`config.mk`:
```
export PLATFORM = sky130hd
export DESIGN_NAME = pulldown_scan_ctrl
export DESIGN_NICKNAME = d
export VERILOG_FILES = /design/src/rtl/pulldown_scan_ctrl.sv
export SDC_FILE = /design/constraint.sdc
export NUM_CORES = 1
export LEC_CHECK = 0
export ABC_CLOCK_PERIOD_IN_PS = 1940
export CAP_MARGIN = 40
export CELL_PAD_IN_SITES_DETAIL_PLACEMENT = 2
export CELL_PAD_IN_SITES_GLOBAL_PLACEMENT = 2
export CORE_ASPECT_RATIO = 0.6
export CORE_UTILIZATION = 40
export CTS_BUF_LIST = sky130_fd_sc_hd__clkbuf_4
export CTS_CLUSTER_SIZE = 16
export DETAILED_ROUTE_END_ITERATION = 8
export DONT_BUFFER_PORTS = 1
export HOLD_SLACK_MARGIN = 0.05
export PLACE_DENSITY_LB_ADDON = 0.1
export SETUP_SLACK_MARGIN = 0.2
export SKIP_CTS_REPAIR_TIMING = 1
export SYNTH_ARGS = -nofsm -noshare
export SYNTH_HDL_FRONTEND = slang
export SYNTH_SLANG_ARGS = --single-unit
```
`constraint.sdc`:
```
create_clock -name clk -period 1.94 [get_ports clk]
set_input_delay 0.582 -clock clk [delete_from_list [all_inputs] [get_ports clk]]
set_output_delay 0.582 -clock clk [all_outputs]
set_load 0.01 [all_outputs]
```
`src/rtl/pulldown_scan_ctrl.sv`:
```
// Pulldown pad scanner: drive-low / release / sample loop with per-word debounce.
// Events appear 1 cycle after the qualifying SAMPLE; backpressure merges events and sets sticky overrun.
module pulldown_scan_ctrl #(
  parameter int BIT_WIDTH        = 8,
  parameter int DRIVE_CYCLES     = 4,
  parameter int SETTLE_CYCLES    = 16,
  parameter int DEBOUNCE_SAMPLES = 4
) (
  input  logic                 clk,
  input  logic                 n_rst,
  input  logic                 enable,
  input  logic [BIT_WIDTH-1:0] pad_in,
  output logic [BIT_WIDTH-1:0] pad_drive_low,
  output logic [BIT_WIDTH-1:0] stable,
  output logic                 evt_valid,
  output logic [BIT_WIDTH-1:0] evt_data,
  output logic [BIT_WIDTH-1:0] evt_changed,
  input  logic                 evt_ready,
  output logic                 overrun,
  input  logic                 clear_overrun
);

  localparam int MAX_PHASE = (DRIVE_CYCLES > SETTLE_CYCLES) ? DRIVE_CYCLES : SETTLE_CYCLES;
  localparam int PW        = (MAX_PHASE > 1) ? $clog2(MAX_PHASE) : 1;
  localparam int DW        = $clog2(DEBOUNCE_SAMPLES + 1);

  localparam logic [PW-1:0] DRIVE_LAST  = PW'(DRIVE_CYCLES - 1);
  localparam logic [PW-1:0] SETTLE_LAST = PW'(SETTLE_CYCLES - 1);
  localparam logic [DW-1:0] DB_FULL     = DW'(DEBOUNCE_SAMPLES);

  typedef enum logic [1:0] {IDLE, DRIVE, SETTLE, SAMPLE} state_t;

  state_t               state;
  logic [PW-1:0]        phase_cnt;
  logic [BIT_WIDTH-1:0] sync_meta;
  logic [BIT_WIDTH-1:0] sync_q;
  logic [BIT_WIDTH-1:0] cand;
  logic [DW-1:0]        db_cnt;
  logic                 commit;

  logic                 sample_match;
  logic [BIT_WIDTH-1:0] next_cand;
  logic [DW-1:0]        next_cnt;
  logic [BIT_WIDTH-1:0] change;
  logic                 accept;
  logic                 merge;

  always_comb begin
    sample_match = (sync_q == cand);
    next_cand    = sample_match ? cand : sync_q;
    next_cnt     = DW'(1);
    if (sample_match) begin
      next_cnt = (db_cnt == DB_FULL) ? db_cnt : db_cnt + DW'(1);
    end
    change = cand ^ stable;
    accept = evt_valid & evt_ready;
    merge  = commit & evt_valid & ~evt_ready;
  end

  always_ff @(posedge clk or negedge n_rst) begin
    if (!n_rst) begin
      sync_meta <= '0;
      sync_q    <= '0;
    end else begin
      sync_meta <= pad_in;
      sync_q    <= sync_meta;
    end
  end

  // pad_drive_low is registered from the next state so it changes with the state itself.
  always_ff @(posedge clk or negedge n_rst) begin
    if (!n_rst) begin
      state         <= IDLE;
      phase_cnt     <= '0;
      pad_drive_low <= '1;
    end else begin
      case (state)
        IDLE: begin
          phase_cnt     <= '0;
          pad_drive_low <= '1;
          if (enable) state <= DRIVE;
        end
        DRIVE: begin
          if (!enable) begin
            state         <= IDLE;
            phase_cnt     <= '0;
            pad_drive_low <= '1;
          end else if (phase_cnt == DRIVE_LAST) begin
            state         <= SETTLE;
            phase_cnt     <= '0;
            pad_drive_low <= '0;
          end else begin
            phase_cnt     <= phase_cnt + PW'(1);
            pad_drive_low <= '1;
          end
        end
        SETTLE: begin
          if (!enable) begin
            state         <= IDLE;
            phase_cnt     <= '0;
            pad_drive_low <= '1;
          end else if (phase_cnt == SETTLE_LAST) begin
            state         <= SAMPLE;
            phase_cnt     <= '0;
            pad_drive_low <= '0;
          end else begin
            phase_cnt     <= phase_cnt + PW'(1);
            pad_drive_low <= '0;
          end
        end
        default: begin
          state         <= enable ? DRIVE : IDLE;
          phase_cnt     <= '0;
          pad_drive_low <= '1;
        end
      endcase
    end
  end

  // Commit is flagged in SAMPLE and applied the following cycle.
  always_ff @(posedge clk or negedge n_rst) begin
    if (!n_rst) begin
      cand   <= '0;
      db_cnt <= '0;
      commit <= 1'b0;
      stable <= '0;
    end else begin
      commit <= (state == SAMPLE) && (next_cnt == DB_FULL) && (next_cand != stable);
      if (state == SAMPLE) begin
        cand   <= next_cand;
        db_cnt <= next_cnt;
      end
      if (commit) stable <= cand;
    end
  end

  always_ff @(posedge clk or negedge n_rst) begin
    if (!n_rst) begin
      evt_valid   <= 1'b0;
      evt_data    <= '0;
      evt_changed <= '0;
      overrun     <= 1'b0;
    end else begin
      if (commit) begin
        evt_valid   <= 1'b1;
        evt_data    <= cand;
        evt_changed <= merge ? (evt_changed | change) : change;
      end else if (accept) begin
        evt_valid   <= 1'b0;
        evt_changed <= '0;
      end
      if (merge) overrun <= 1'b1;
      else if (clear_overrun) overrun <= 1'b0;
    end
  end

endmodule

```
==> results of run 1 <==
-- how the worst min path moves through the flow --
stage	from	to	slack, ps	cells after the start
after floorplan	n_rst	cand[0]	290	0
after global placement	n_rst	state[1]	290	0
after detailed placement	n_rst	cand[0]	290	0
after CTS	n_rst	evt_changed[1]	-160	0
after global routing	pad_in[5]	sync_meta[5]	150	0
final	pad_in[1]	sync_meta[1]	200	0
-- cell type report --
class                      count  area share
sequential                    53      0.5071
multi-input combinational    113      0.3601
timing repair buffer          17     0.05693
tap                           80     0.03795
clock buffer                   5     0.01423
inverter                      10     0.01423
clock inverter                 3    0.009488
-- cells by family after synthesis --
logic type,count (synthesis),share of synthesized area
and+or+nand+nor,39,0.08821
buffers and inverters,27,0.06695
DFF,53,0.5638
AOI/OAI and AO/OA,24,0.06483
xor gates and xnor gates,25,0.09299
adders and majority gates,8,0.04251
muxes,17,0.08076
-- per-layer routing --
metal  vias up  part of all wire
li1        657                 -
met1       746              0.51
met2        19              0.45
met3         2             0.036
met4         0            0.0032
met5         -                 0
-- placed cells by master, fill, tap and decap left out, drive strengths merged, types with 2 or more instances in the layout --
cell	Yosys	routed
buf	15	16
nand3	3	3
o21ai	11	11
o22ai	3	3
nor4b	2	2
clkbuf	2	5
nor2	7	7
xnor2	25	25
inv	10	12
nand4	3	3
ha	8	8
dfrtp	52	52
or3b	2	2
nand2	15	15
a2bb2oi	2	2
mux2	16	16
nor4	2	2
-- stage by stage --
step / hold WS, ps / instance area, um2 / power, W / util / instances
CTS: -160.7 / 2412 / 0.002771 / 0.4290 / 266
finish: 199.8 / 2638 / 0.003049 / 0.4691 / 281
floorplan: 286.4 / 2355 / 0.002103 / - / 193
global route: 151.8 / 2638 / 0.003252 / 0.4691 / 281
global placement: 288.0 / 2350 / 0.002179 / 0.4179 / 258
detailed placement: 287.7 / 2350 / 0.002229 / 0.4179 / 258
-- report_power, final --
part	internal (W)	switching, W
Sequential	0.00129	0.000245
Combinational	0.000522	0.000464
Clock	0.000151	0.000379
Total	0.00196	0.00109
-- state kept, by name (all words and copies together), names as in the netlist --
register	cells
cand	8
evt_changed	8
evt_data	8
sync_meta	8
sync_q	8
phase_cnt	4
db_cnt	3
state	2
commit	1
evt_valid	1
overrun	1
pad_drive_low	1
==> flow_summary.json, run 1 <==
{
  "status": "complete, no violations",
  "hold_class": "input port to flop",
  "cts_sinks": 53,
  "ys_types": 34,
  "synth_top_area_frac": 0.5526,
  "grt_pass1_vias": 1435,
  "cp-start-kind": "flop",
  "power_density_nw_per_um2": 1156,
  "grt_setup_unrepaired": "true",
  "syn_nets": 214,
  "worstMarginPinSlew_ps": 598.4,
  "die-width_um": 101.1,
  "p_leak_nw": 1.127,
  "synth-async-reset-ratio": 1.000,
  "met2_usage": 0.2536,
  "syn2layout_area_growth_pct": 12.01,
  "seq_area_um2": 1338,
  "yosysWarningCount": 0,
  "drt-pass1-iter-count": 4,
  "cts_tree": "done",
  "min_period_ps": 1740,
  "ir_drop_uv": 441.8,
  "synthFlopType": "dfrtp_1",
  "yosysMostFrequentCell": "dfrtp_1",
  "r2r_cells": 5,
  "synth_edf_count": 0,
  "setup_viol": 0,
  "syn_area_um2": 2355,
  "grt_pass1_wl_um": 7838,
  "start_util": 0.4188,
  "ant_nets": 0,
  "drive_gt1_frac": 0.3085,
  "port_buffers": 0,
  "place_ws_ps": 86.49,
  "ys_ff_latch": 53,
  "antenna_found_initial": 0,
  "syn_inst": 193,
  "critPathKind": "flop to output port",
  "via_per_inst": 5.068,
  "die_h_um": 61.43,
  "synth.area.top_cells": "dfrtp_1 55%, xnor2_1 9.3%, mux2_2 7.7%",
  "busiest_layer": "met1",
  "crit_end": "pad_drive_low[3]",
  "drv_cap": 0,
  "cts_root_buf": "clkbuf_4",
  "grt_max_degree": 54,
  "drt_iter0_markers": 69,
  "clock_latency_ps": 380,
  "wl_per_cell_um": 18.64,
  "cts_buffer_depth": 2,
  "syn_avg_cell_area_um2": 12.20,
  "numCtsBuffers": 5,
  "layout_setup_ws_ps": 200.1,
  "worstPathArrival_ps": 1160,
  "finish.net_count": 221,
  "n_fill_cell": 567,
  "routabilityCongestion": 0.7104,
  "clk_pin_slew_ps": 170,
  "grt_use_met1": 0.2606,
  "r2r-end": "db_cnt[2]",
  "finClkSkew_ps": 16.37,
  "hold_violations": 0,
  "diodes": 0,
  "min_period_over_period": 0.8969,
  "yosysTopAreaCell": "dfrtp_1",
  "fmax_mhz": 574.7,
  "multi_input_area_um2": 949.7,
  "cp-end-kind": "output port",
  "dpl.hpwl_um": 3512,
  "yosysSeqAreaShare": 0.5638,
  "drc": 0,
  "routed_wl_um": 5237,
  "coreArea_um2": 5623,
  "crit_fanout": 8,
  "overflow": 0,
  "rrSetupSlack_ps": 230,
  "maxSlewViolCount": 0,
  "r2r-start": "cand[7]",
  "synth.top_cells.by_count": "52 x dfrtp_1, 25 x xnor2_1, 16 x mux2_2",
  "path_depth": 0,
  "cp-startpoint": "pad_drive_low[6]",
  "die-area_um2": 6208,
  "maxSlewHeadroom": 0.5984,
  "num_vias": 1424,
  "htreeDepth": 2,
  "grtUsageMet3": 0.05108,
  "crit_required_ps": 1360,
  "num_io_pins": 47,
  "core.rowCount": 21,
  "finalSetupTns_ps": 0,
  "track_usage": 0.1754
}
Power figures use the tool's default switching activity.
==> run 2, diff against run 1 <==
Settings changed: CORE_UTILIZATION 40 to 35, DONT_BUFFER_PORTS 1 to unset.
==> flow_summary.json, run 2 (synthesis results as in run 1) <==
{
  "crit_required_ps": 1360,
  "diodes": 0,
  "cp-end-kind": "output port",
  "place_ws_ps": 10.40,
  "num_vias": 1737,
  "min_period_ps": 1880,
  "coreArea_um2": 6304,
  "cpMostUsedCell": "buf_6",
  "dpl.hpwl_um": 4062,
  "n_fill_cell": 605,
  "place_area_um2": 2838,
  "critPathKind": "flop to output port",
  "p_leak_nw": 1.890,
  "syn2layout_area_growth_pct": 42.45,
  "hold_violations": 0,
  "port_buffers": 46,
  "status": "complete, no violations",
  "clockPowerShare": 0.164,
  "die_h_um": 65.54,
  "routabilityCongestion": 0.7864,
  "cts_buffer_depth": 2,
  "hold_class": "input port to asynchronous set/reset pin",
  "seqPwrFrac": 0.446,
  "start_util": 0.3736,
  "wl_per_cell_um": 19.19,
  "grt_setup_unrepaired": "true",
  "routed_wl_um": 6736,
  "fin_util": 0.5322,
  "maxSlewHeadroom": 0.7594,
  "finClkSkew_ps": 12.88,
  "clk_pin_slew_ps": 150,
  "crit_fanout": 3,
  "worstPathArrival_ps": 1300,
  "p_sw_frac": 0.3490,
  "cp-start-kind": "flop",
  "overflow": 0,
  "drc": 0,
  "grt_max_degree": 54,
  "crit_chain": "buf_6 > buf_6 > buf_6",
  "worstMarginPinSlew_ps": 359.3,
  "power_density_nw_per_um2": 985.3,
  "drv_cap": 0,
  "grt_pass1_wl_um": 9259,
  "layout_setup_ws_ps": 59.71,
  "setup_viol": 0,
  "via_per_inst": 4.949,
  "htreeDepth": 2,
  "track_usage": 0.1761,
  "maxSlewViolCount": 0,
  "final_cell_mix": "43 x dfrtp_1, 31 x buf_4, 27 x dlymetal6s2s_1, 21 x xnor2_1, 16 x mux2_2",
  "clock_latency_ps": 400,
  "grt_pass1_vias": 1745,
  "cts_tree": "done",
  "slowest_delay_ps": 600,
  "intPower_w": 0.002152,
  "min_period_over_period": 0.9692,
  "power_switching_w": 0.001154,
  "core.rowCount": 22,
  "power.total_w": 0.003305,
  "final_common_cell": "dfrtp_1",
  "ant_nets": 0,
  "cts_root_buf": "clkbuf_4",
  "postLayoutCellArea_um2": 3354,
  "num_io_pins": 47,
  "drive_gt1_frac": 0.3596,
  "ir_drop_uv": 400.8,
  "power_frac_comb": 0.390,
  "cp_slowest_cell": "dfstp_2",
  "fmax_mhz": 531.8,
  "antenna_found_initial": 0,
  "die-area_um2": 7071,
  "rrSetupSlack_ps": 130,
  "die-width_um": 107.9,
  "drt-pass1-iter-count": 4,
  "drt_iter0_markers": 75,
  "finish.net_count": 287,
  "cts_sinks": 53,
  "numCtsBuffers": 5
}
-- run 2: changes by cell type in the layout (fill, tap and decap cells not counted), moves of 4 or more --
cell / change
buf_4: +16
dfrtp_2: +4
clkdlybuf4s50_1: +11
dlymetal6s2s_1: +27
dfrtp_1: -4
buf_6: +12
-- run 2: power by group through the flow --
stage	clock, W	sequential [W]	combinational (W)
2_1_floorplan	0	0.00146	0.000647
3_3_place_gp	0	0.00147	0.000931
3_5_place_dp	0	0.00150	0.000968
4_1_cts	0.000549	0.00147	0.000978
5_1_grt	0.000590	0.00150	0.00139
6_report	0.000541	0.00148	0.00129
-- run 2: layer usage --
| metal | GRT usage | wire length [um] | vias to the layer above |
|---|---|---|---|
| li1 | - | - | 792 |
| met1 | 0.2511 | 3128 | 901 |
| met2 | 0.2716 | 3275 | 31 |
| met3 | 0.03869 | 198 | 13 |
| met4 | 0.04281 | 133 | 0 |
| met5 | 0 | 0 | - |
-- run 2: stage by stage --
stage          std cells  hold WS, ps  setup TNS (ps)
2_1_floorplan        193        286.4               0
3_3_place_gp         310        333.3               0
3_5_place_dp         310        336.5               0
4_1_cts              318        179.5           -3300
5_1_grt              351        160.8          -13.53
6_report             351        152.7               0
-- run 2: cell type report --
cell class / count / area (um2) / area share
Sequential cell: 53 / 1339 / 0.3991
Multi-Input combinational cell: 113 / 972.2 / 0.2898
Timing Repair Buffer: 83 / 840.8 / 0.2507
Tap cell: 84 / 105.1 / 0.03133
Clock buffer: 7 / 52.55 / 0.01567
Inverter: 10 / 37.54 / 0.01119
Clock inverter: 1 / 7.507 / 0.002238
-- run 2: worst paths after layout --
check                                  from          endpoint  cells after the start
max                        pad_drive_low[6]  pad_drive_low[5]                      3
min                                   n_rst           cand[4]                      2
max reg2reg                       sync_q[6]            commit                      5
min reg2reg                    sync_meta[0]         sync_q[0]                      0
max in group asynchronous             n_rst  pad_drive_low[6]                      2
min in group clk               sync_meta[0]         sync_q[0]                      0
-- run 2: critical path, delay by kind of cell (launching register included) --
family                 cells  cell delay [ps]
buffers and inverters      3              310
DFF                        1              600
==> run 3, diff against run 2 <==
Settings changed: TNS_END_PERCENT set to 50.
==> flow_summary.json, run 3 (synthesis results as in run 1) <==
{
  "numCtsBuffers": 5,
  "drt-pass1-iter-count": 2,
  "die_h_um": 65.54,
  "clock_latency_ps": 380,
  "hold_violations": 0,
  "worstPathArrival_ps": 1280,
  "place_area_um2": 2838,
  "power_density_nw_per_um2": 987.9,
  "cts_sinks": 53,
  "intPower_w": 0.002055,
  "slowest_delay_ps": 600,
  "p_leak_nw": 1.783,
  "core.rowCount": 22,
  "clockPowerShare": 0.168,
  "min_period_ps": 1859,
  "cp-startpoint": "pad_drive_low[6]",
  "grt_pass1_vias": 1745,
  "final_cell_mix": "44 x dfrtp_1, 27 x dlymetal6s2s_1, 23 x xnor2_1, 16 x mux2_2, 16 x buf_4",
  "die-area_um2": 7071,
  "via_per_inst": 4.907,
  "crit_family": "flip-flops",
  "cts_buffer_depth": 2,
  "crit_fanout": 3,
  "htreeDepth": 2,
  "clk_pin_slew_ps": 160,
  "cp-start-kind": "flop",
  "wl_per_cell_um": 17.61,
  "maxSlewViolCount": 0,
  "min_period_over_period": 0.9581,
  "setup_viol": 0,
  "grt_setup_unrepaired": "true",
  "syn2layout_area_growth_pct": 34.06,
  "cts_root_buf": "clkbuf_4",
  "cts_tree": "done",
  "hold_class": "input port to asynchronous set/reset pin",
  "crit_chain": "buf_6 > buf_6 > buf_6",
  "worstMarginPinSlew_ps": 502.6,
  "stdcell_count": 334,
  "grt_pass1_wl_um": 9259,
  "drive_gt1_frac": 0.2880,
  "finish.net_count": 270,
  "num_vias": 1639,
  "postLayoutCellArea_um2": 3157,
  "crit_required_ps": 1360,
  "track_usage": 0.1761,
  "fmax_mhz": 538.0,
  "seqPwrFrac": 0.472,
  "finClkSkew_ps": 19.00,
  "p_sw_frac": 0.3410,
  "coreArea_um2": 6304,
  "grt_max_degree": 54,
  "num_io_pins": 47,
  "start_util": 0.3736,
  "drv_cap": 0,
  "maxSlewHeadroom": 0.6602,
  "die-width_um": 107.9,
  "dpl.hpwl_um": 4062,
  "drc": 0,
  "overflow": 0,
  "placedCellCount": 310,
  "diodes": 0,
  "power_switching_w": 0.001064,
  "ir_drop_uv": 352.2,
  "status": "complete, no violations",
  "cp_slowest_cell": "dfstp_2",
  "routed_wl_um": 5883,
  "ant_nets": 0,
  "cpMostUsedCell": "buf_6",
  "cp-end-kind": "output port",
  "port_buffers": 46,
  "routabilityCongestion": 0.7864,
  "antenna_found_initial": 0,
  "critPathBufInv": 3,
  "critPathKind": "flop to output port",
  "r2r-start": "cand[1]",
  "whs_ps": 183.3,
  "final_common_cell": "dfrtp_1",
  "drt_iter0_markers": 70,
  "power_frac_comb": 0.360
}
[run 3: cell count changes in the layout (fill, tap and decap cells not counted), moves of 2 or more]
| cell | change |
|---|---|
| xnor2_1 | +2 |
| buf_6 | -2 |
| buf_4 | -15 |
| xnor2_2 | -2 |
[run 3: layer usage]
metal | vias to the layer above | global-route usage | routed length [um]
li1 | 749 | - | -
met1 | 857 | 0.2511 | 2794
met2 | 27 | 0.2716 | 2854
met3 | 6 | 0.03869 | 182
met4 | 0 | 0.04281 | 51
met5 | - | 0 | 0
[run 3: power by group through the flow]
stage,Combinational [W],Clock [W],Sequential (W)
after global placement,0.000931,0,0.00147
after floorplan,0.000647,0,0.00146
after CTS,0.000978,0.000549,0.00147
after global routing,0.00123,0.000579,0.00150
after detailed placement,0.000968,0,0.00150
final,0.00112,0.000524,0.00147
[run 3: final timing paths]
| kind | end | slack [ps] | cells past startpoint |
|---|---|---|---|
| setup / recovery | pad_drive_low[5] | 80 | 3 |
| hold / removal | db_cnt[2] | 180 | 2 |
| setup reg to reg | commit | 160 | 4 |
| hold reg to reg | sync_q[5] | 360 | 0 |
| max in group asynchronous | pad_drive_low[6] | 1470 | 2 |
| min in group clk | sync_q[5] | 360 | 0 |
[run 3: worst register-to-register path: stages (launching register included)]
cell     delay, ps
dfrtp_1        470
xnor2_2        240
nand3_2        140
or4_4          570
nor4_2         290
[run 3: layout make-up]
type	instances	area [um2]
timing repair buffer	66	705.7
tap	84	105.1
clock inverter	1	7.507
inverter	10	37.54
sequential	53	1338
fill	617	3147
clock buffer	7	52.55
multi-input combinational	113	910.9
[run 3: through the flow]
step,setup WS [ps],total power [W],utilization,setup TNS [ps]
final,81.24,0.003119,0.5008,0
after global routing,39.74,0.003312,0.5008,0
after CTS,-242.1,0.003000,0.4597,-3300
after detailed placement,10.40,0.002465,0.4502,0
after global placement,89.14,0.002403,0.4502,0
after floorplan,318.1,0.002103,-,0
